--- src/rtl/decode_issue_unit.sv ---
// Dual-issue decode stage: decodes the fetched pair, splits it over two cycles on an
// intra-pair hazard, and drives two registered issue slots (slot0 always oldest).
module decode_issue_unit #(
  parameter bit          SPLIT_ON_BRANCH = 1'b1,
  parameter int unsigned IW              = 16
) (
  input  logic          clk,
  input  logic          reset,
  input  logic          flush,
  input  logic          stall_in,
  input  logic [IW-1:0] instr1,
  input  logic [IW-1:0] instr2,
  output logic          fetch_stall,
  output logic          s0_valid,
  output logic [3:0]    s0_op,
  output logic [2:0]    s0_rd,
  output logic [2:0]    s0_rs1,
  output logic [2:0]    s0_rs2,
  output logic [15:0]   s0_imm,
  output logic          s0_we,
  output logic          s0_ld,
  output logic          s0_st,
  output logic          s0_br,
  output logic          s0_ill,
  output logic          s1_valid,
  output logic [3:0]    s1_op,
  output logic [2:0]    s1_rd,
  output logic [2:0]    s1_rs1,
  output logic [2:0]    s1_rs2,
  output logic [15:0]   s1_imm,
  output logic          s1_we,
  output logic          s1_ld,
  output logic          s1_st,
  output logic          s1_br,
  output logic          s1_ill
);

  localparam logic [0:0] StPass  = 1'b0;
  localparam logic [0:0] StSplit = 1'b1;

  typedef struct packed {
    logic        valid;
    logic [3:0]  op;
    logic [2:0]  rd;
    logic [2:0]  rs1;
    logic [2:0]  rs2;
    logic [15:0] imm;
    logic        we;
    logic        ld;
    logic        st;
    logic        br;
    logic        ill;
  } uop_t;

  // Unused fields stay 0 so the hazard compares below need no per-format qualification.
  function automatic uop_t decode(input logic [IW-1:0] ins);
    uop_t u;
    u = '0;
    if (ins != '0) begin
      u.valid = 1'b1;
      u.op    = ins[15:12];
      case (ins[15:12])
        4'h0: ;
        4'h1, 4'h2, 4'h3, 4'h4: begin
          u.rd  = ins[11:9];
          u.rs1 = ins[8:6];
          u.rs2 = ins[5:3];
        end
        4'h5, 4'h6: begin
          u.rd  = ins[11:9];
          u.rs1 = ins[8:6];
          u.imm = {{10{ins[5]}}, ins[5:0]};
          u.ld  = (ins[15:12] == 4'h6);
        end
        4'h7: begin
          u.rs2 = ins[11:9];
          u.rs1 = ins[8:6];
          u.imm = {{10{ins[5]}}, ins[5:0]};
          u.st  = 1'b1;
        end
        4'h8: begin
          u.rs1 = ins[11:9];
          u.rs2 = ins[8:6];
          u.imm = {{10{ins[5]}}, ins[5:0]};
          u.br  = 1'b1;
        end
        4'h9: begin
          u.imm = {{4{ins[11]}}, ins[11:0]};
          u.br  = 1'b1;
        end
        default: u.ill = 1'b1;
      endcase
      u.we = (u.rd != 3'd0);
    end
    return u;
  endfunction

  logic [0:0]    state_q, state_d;
  logic [IW-1:0] hold_q, hold_d;
  uop_t          slot0_q, slot0_d, slot1_q, slot1_d;
  uop_t          dec1, dec2;
  logic          raw, waw, mem_pair, br_split, split;

  always_comb begin
    dec1     = decode(instr1);
    dec2     = decode(instr2);
    raw      = dec1.we && ((dec2.rs1 == dec1.rd) || (dec2.rs2 == dec1.rd));
    waw      = dec1.we && dec2.we && (dec1.rd == dec2.rd);
    mem_pair = (dec1.ld || dec1.st) && (dec2.ld || dec2.st);
    br_split = SPLIT_ON_BRANCH && dec1.br;
    split    = dec1.valid && dec2.valid && (raw || waw || mem_pair || br_split);
  end

  always_comb begin
    state_d = state_q;
    hold_d  = hold_q;
    slot0_d = slot0_q;
    slot1_d = slot1_q;
    if (flush) begin
      state_d = StPass;
      hold_d  = '0;
      slot0_d = '0;
      slot1_d = '0;
    end else if (!stall_in) begin
      if (state_q == StSplit) begin
        // Inputs are ignored here; fetch re-presents the next pair once fetch_stall drops.
        slot0_d = decode(hold_q);
        slot1_d = '0;
        hold_d  = '0;
        state_d = StPass;
      end else if (split) begin
        slot0_d = dec1;
        slot1_d = '0;
        hold_d  = instr2;
        state_d = StSplit;
      end else if (!dec1.valid) begin
        slot0_d = dec2;
        slot1_d = '0;
      end else begin
        slot0_d = dec1;
        slot1_d = dec2;
      end
    end
  end

  always_ff @(posedge clk or posedge reset) begin
    if (reset) begin
      state_q <= StPass;
      hold_q  <= '0;
      slot0_q <= '0;
      slot1_q <= '0;
    end else begin
      state_q <= state_d;
      hold_q  <= hold_d;
      slot0_q <= slot0_d;
      slot1_q <= slot1_d;
    end
  end

  assign fetch_stall = (state_q == StSplit) || stall_in;

  assign s0_valid = slot0_q.valid;
  assign s0_op    = slot0_q.op;
  assign s0_rd    = slot0_q.rd;
  assign s0_rs1   = slot0_q.rs1;
  assign s0_rs2   = slot0_q.rs2;
  assign s0_imm   = slot0_q.imm;
  assign s0_we    = slot0_q.we;
  assign s0_ld    = slot0_q.ld;
  assign s0_st    = slot0_q.st;
  assign s0_br    = slot0_q.br;
  assign s0_ill   = slot0_q.ill;

  assign s1_valid = slot1_q.valid;
  assign s1_op    = slot1_q.op;
  assign s1_rd    = slot1_q.rd;
  assign s1_rs1   = slot1_q.rs1;
  assign s1_rs2   = slot1_q.rs2;
  assign s1_imm   = slot1_q.imm;
  assign s1_we    = slot1_q.we;
  assign s1_ld    = slot1_q.ld;
  assign s1_st    = slot1_q.st;
  assign s1_br    = slot1_q.br;
  assign s1_ill   = slot1_q.ill;

endmodule
--- config.mk ---
export PLATFORM = sky130hd
export DESIGN_NAME = decode_issue_unit
export DESIGN_NICKNAME = d
export VERILOG_FILES = /design/src/rtl/decode_issue_unit.sv
export SDC_FILE = /design/constraint.sdc
export NUM_CORES = 1
export LEC_CHECK = 0
export CAP_MARGIN = 20
export CELL_PAD_IN_SITES_DETAIL_PLACEMENT = 1
export CELL_PAD_IN_SITES_GLOBAL_PLACEMENT = 2
export CORE_MARGIN = 5
export CORE_UTILIZATION = 32
export DETAILED_ROUTE_END_ITERATION = 16
export PLACE_DENSITY = 0.85
export SYNTH_ARGS = -nofsm -noshare
export SYNTH_HDL_FRONTEND = slang
export SYNTH_SLANG_ARGS = --single-unit
--- constraint.sdc ---
create_clock -name clk -period 5.3 [get_ports clk]
set_clock_uncertainty 0.05 [all_clocks]
set_input_delay 0.53 -clock clk [delete_from_list [all_inputs] [get_ports clk]]
set_output_delay 0.53 -clock clk [all_outputs]
set_load 0.02 [all_outputs]
-- Yosys cells after proc, flatten, opt, wreduce, memory -nomap -nowiden
Index checks and enable logic that the tools add are counted.
- bits in registers: 87
- bits of input ports: 36
- word-level logic and storage cells: 151
- reductions and logical operators: 45
- multiplexer cells: 51
- equality and inequality tests: 31
- operators by type and width (kind ; number):
    $mux W35 ; 13
    $pmux W16 S2 ; 3
    $mux W16 ; 4
    $eq A4 B3 Y1 const B ; 12
    $reduce_bool A16 Y1 ; 3
    $reduce_or A10 Y1 ; 3
    $mux W3 ; 9
    $pmux W3 S3 ; 3
    $eq A4 B2 Y1 const B ; 6
    $eq A4 B4 Y1 const B ; 6
    $reduce_or A4 Y1 ; 6
    $reduce_or A7 Y1 ; 3
    $pmux W3 S2 ; 3
    $reduce_or A6 Y1 ; 3
    $mux W1 ; 16
    $eq A4 B1 Y1 const B ; 3
    $logic_not A4 Y1 ; 3
    $reduce_bool A3 Y1 ; 4
    $reduce_or A2 Y1 ; 6
    $eq A3 B3 Y1 ; 3
    $logic_or A1 B1 Y1 ; 7
    $logic_and A1 B1 Y1 ; 6
    $ne A2 B2 Y1 const B ; 1
    $reduce_and A2 Y1 ; 1

-- Longest topological paths before layout
- depth in word-level cells: 17
- depth in mapped cells: 11
- depth with buffers taken out: 7

-- Least setup slack after synthesis
No wires, ideal clock.
- path type: input -> register
- start point: input port instr1[9]
- end point: register slot1_q, in the netlist s1_imm[0]
- data required time: 5.128 ns
- library setup time: 0.122 ns
- cell stages on the path: 9
- slack: 2.482 ns
- arrival: 2.646 ns
- path through: clkbuf_1 -> inv_1 -> or4_1 -> a211o_1 -> a211o_1 -> and3_1 -> buf_6 -> buf_6 -> a32o_1
- cells in the longest elaborated chain, start to end: 14
- elaborated cells on any way between the ends: 24
- classes of those cells: eq/ne: 3; mux: 8; reduce/logical: 13
- ends and longest elaborated chain (element ; line ; source):
    start, declared ; 11 ; input logic [IW-1:0] instr1,
    $mux W3 ; 62 ; case (ins[15:12])
    $mux W3 ; 59 ; if (ins != '0) begin
    $mux W35 (*) ; 59 ;
    $eq A3 B3 Y1 / $mux W35 (equally long branches) ; 107, 59 ;
    $logic_or A1 B1 Y1 / $logic_and A1 B1 Y1 (equally long branches) ; 107, 108 ;
    $logic_and A1 B1 Y1 (on tied branches) ; 107, 108 ;
    $logic_or A1 B1 Y1 (3 in a row) ; 111 ; split = dec1.valid && dec2.valid && (raw || waw || mem_pair || br_split);
    $logic_and A1 B1 Y1 ; 111 ;
    $mux W35 (*) ; 131 ; end else if (split) begin
    $mux W35 (*) ; 125 ; if (state_q == StSplit) begin
    $mux W35 (*) ; 124 ; end else if (!stall_in) begin
    $mux W35 (*) ; 119 ; if (flush) begin
    end signal, assigned ; 156 ; slot1_q <= slot1_d;
    end, declared ; 100 ; uop_t slot0_q, slot0_d, slot1_q, slot1_d;
Every way passes the cells marked *; elsewhere a longest branch is shown, timed or not. The select of a mux whose other input is x is not followed.
A chain may end at the register's enable or synchronous reset.

-- Final worst setup path
- start point: input port instr2[15]
- end point: register slot1_q, in the netlist s1_rd[0]
- cells in the longest elaborated chain, start to end: 16
- elaborated cells on any way between the ends: 40
- classes of those cells: eq/ne: 11; mux: 12; reduce/logical: 17
- ends and longest elaborated chain (element ; line ; source):
    start, declared ; 12 ; input logic [IW-1:0] instr2,
    $eq A4 B3 Y1, or another cell as far along ; 62, 73 ;
    $reduce_or A6 Y1 (no source line) ; -- ;
    $mux W3 ; 62 ;
    $mux W3 ; 59 ;
    $reduce_bool A3 Y1 ; 93 ; u.we = (u.rd != 3'd0);
    $mux W35 (*) ; 59 ;
    branches (longest 6 deep; another with $eq A3 B3 Y1) ; -- ;
    $mux W35 (*) ; 131 ;
    $mux W35 (*) ; 125 ;
    $mux W35 (*) ; 124 ;
    $mux W35 (*) ; 119 ;
Every way passes the cells marked *. The select of a mux whose other input is x is not followed.

==> results.md <==
- Status: completed
- Syn nets: 555
- Final hold viol count: 0
- Setup CP Type: input port to flip-flop
- Clock Pin Slew Worst Setup and Hold Paths: 60 ps
- Fmax: 255 MHz
- M1 GR Usage: 0.293
- # DRC: 0
- Clk sink count: 79
- Fraction of layout cells with a size suffix above 1: 0.0617
- Pre-CTS setup slack: 1090 ps
- Number of global-route vias before repair: 4758
- GRT met3 Usage: 0.0377
- Final period util: 0.739
- RSZ-0062 raised after global routing: false
- Largest net degree at the start of global routing: 80
- Clk buf depth: 2
- Synth Instances: 519
- CTS root buf: clkbuf_16
- Sequential area share after synthesis: 0.427
- Relative slew slack: 0.359
- Worst hold path type: input port to asynchronous set/reset pin
- PostCTS Resize Cnt: 0
- Setup ws final: 1390 ps
- Reg area: 1980 µm²
- Initial Utilization: 0.322
- Max-cap violations: 0
- Hold Worst Slack: 429 ps
- Asr flop ratio synth: 1.00
- Design Area, Final: 6060 µm²
- Clock Latency Late Sink: 350 ps
- NumNets Final: 631
- Post-Syn Area per Cell: 8.91 µm²
- Hpwl dp: 13400 µm
- Warnings, synthesis: 0
- GR Util All Layers: 0.216
- First-pass GRT wire length: 27900 µm
- Initial antenna violation count: 0
- DRT Wirelength: 18200 µm
- DR iter-0 viols: 358
- Via count: 4669
- Post-synth EDFFs: 0
- Min Clock Period, post-route: 3910 ps
- CP Data Arrival Time: 4100 ps
- Peak VDD IR: 120 µV
- CP max FO: 24
- Setup bufs post-CTS: 0
- # rows: 44
- Non-Filler Instances: 784
- Post-DP Area: 5750 µm²
- Antenna cells: 0
- Area growth from synthesis to layout: 31.0%
- Multi-input logic area: 2390 µm²
- CP Launch Type: input port
- Crit. End Element: flip-flop
- Pleak: 2.40 nW
- Top_reg_cell synth: dfrtp_1
- Distinct cell type count after synthesis: 56
- Buffers on Ports: 106
- Sum of negative setup slack: 0 ps
- CP required: 5480 ps
- Register bit count reported by yosys: 79
- Post-route ant nets: 0
- TritonRoute pass-1 iters: 5
- Avg WL per Cell: 23.3 µm
- Slew Limit Fails: 0
- Worst-Margin Slew: 958 ps
- DR vias/cell: 5.96
- Grt met2 use: 0.343
- I/O pin cnt: 107
- Chip width: 130 µm
- GPL Wtd Cong: 0.881
- Placed Cells: 767
- CTS Buf Count: 9
- Die Footprint: 17000 µm²
- TritonCTS clock tree: done
- Setup Viol. Count Final: 0
- GRT busiest layer: met2
- Core ar.: 14400 µm²
- Layout filler cell count: 1685
- CTS hold repair buffers: 0
- Die Height: 130 µm
- Total gr overflow: 0
- PD cells: 265 nW/µm²
- CTS HTree Levels: 3
- Mapped Area: 4620 µm²
[layout by cell type, fill, tap and decap left out, types with 3 or more instances in the layout]
cell	n
a32oi_1	4
and2_1	4
clkdlybuf4s50_1	106
o211ai_1	11
a32o_1	19
nor3_1	14
nor2_1	29
and3_1	5
clkinv_2	3
inv_1	5
nor4_1	6
nand3_1	9
clkbuf_16	9
o21ai_0	33
o31ai_1	7
a311oi_1	4
a22o_1	29
a221o_1	3
mux2i_1	4
a221oi_1	9
nand2b_1	7
nor2b_1	7
or3_1	4
buf_4	8
o21a_1	3
nand4_1	6
a31oi_1	5
nand2_1	82
a211oi_1	9
dfrtp_1	79
a21oi_1	25
nand3b_1	8
nor3b_1	5
[critical path, cell delays in order]
cell and delay, ps:
clkdlybuf4s50_1 1100, and4b_1 310, a22o_1 290, or4_1 410, a211o_1 270, a211o_1 370, and3_1 440, a32o_1 360
[state kept, by name (all words and copies together) (netlist names), 4 cells and up]
register,flops
hold_q,16
s0_imm,12
s1_imm,12
s0_op,4
s1_op,4
[cells in the mapped netlist (all sizes together), types with 3 or more instances]
cell	count	area share
nand2	82	0.067
dfrtp	79	0.43
o21ai	33	0.036
clkbuf	30	0.024
a22o	29	0.055
nor2	29	0.024
a21oi	25	0.027
buf	20	0.028
a32o	19	0.041
nor3	15	0.019
o211ai	11	0.018
a211oi	9	0.015
a221oi	9	0.017
nand3	9	0.0097
nand3b	8	0.013
nor2b	8	0.011
nand2b	7	0.0095
nor4	7	0.0095
o31ai	7	0.011
inv	6	0.0049
nand4	6	0.0081
a31oi	5	0.0068
and3	5	0.0068
nor3b	5	0.0081
a311oi	4	0.0076
a32oi	4	0.0076
and2	4	0.0054
mux2i	4	0.0087
or3	4	0.0054
a221o	3	0.0065
a31o	3	0.0057
o21a	3	0.0049
[cell families after synthesis]
logic type      after synthesis  synth area share
flops                        79             0.427
simple gates                197             0.212
compound gates              179             0.286
mux                           5            0.0111
buf+inv                      56            0.0576
xor+xnor                      3           0.00568
[metal layers]
metal / part of all wire / vias up
li1: - / 2108
met5: 0 / -
met2: 0.47 / 175
met1: 0.44 / 2356
met4: 0.027 / 0
met3: 0.062 / 30
[report_power, final]
| part | internal, mW | switching (mW) | total [mW] |
|---|---|---|---|
| logic | 0.136 | 0.210 | 0.346 |
| registers | 0.633 | 0.0309 | 0.663 |
| clock network | 0.332 | 0.264 | 0.596 |
| total | 1.10 | 0.505 | 1.60 |
[layout make-up]
class,instances,share of cell area
Multi-Input combinational cell,384,0.395
Clock buffer,10,0.0395
Clock inverter,6,0.00702
Inverter,6,0.00393
Timing Repair Buffer,115,0.190
Tap cell,184,0.0380
Sequential cell,79,0.326
[stage by stage]
| stage | util | total power, mW |
|---|---|---|
| 3_3_place_gp | 0.400 | 1.01 |
| 3_5_place_dp | 0.400 | 1.02 |
| 2_1_floorplan | - | 0.857 |
| 5_1_grt | 0.421 | 1.67 |
| 6_report | 0.421 | 1.60 |
| 4_1_cts | 0.420 | 1.61 |
[final timing paths]
check	from	endpoint	slack [ps]	depth (start not counted)
worst max-delay path	instr2[15]	s1_rd[0]$_DFFE_PP0P_	1390	8
worst min-delay path	reset	s0_st$_DFFE_PP0P_	430	3
worst max register to register	state_q$_DFFE_PP0P_	s0_op[2]$_DFFE_PP0P_	2670	7
worst min register to register	s0_op[1]$_DFFE_PP0P_	s0_op[1]$_DFFE_PP0P_	430	2
max in group asynchronous	reset	s0_rs2[2]$_DFFE_PP0P_	4180	4
min in group clk	s0_op[1]$_DFFE_PP0P_	s0_op[1]$_DFFE_PP0P_	430	2
(Power assumes the default switching activity.)
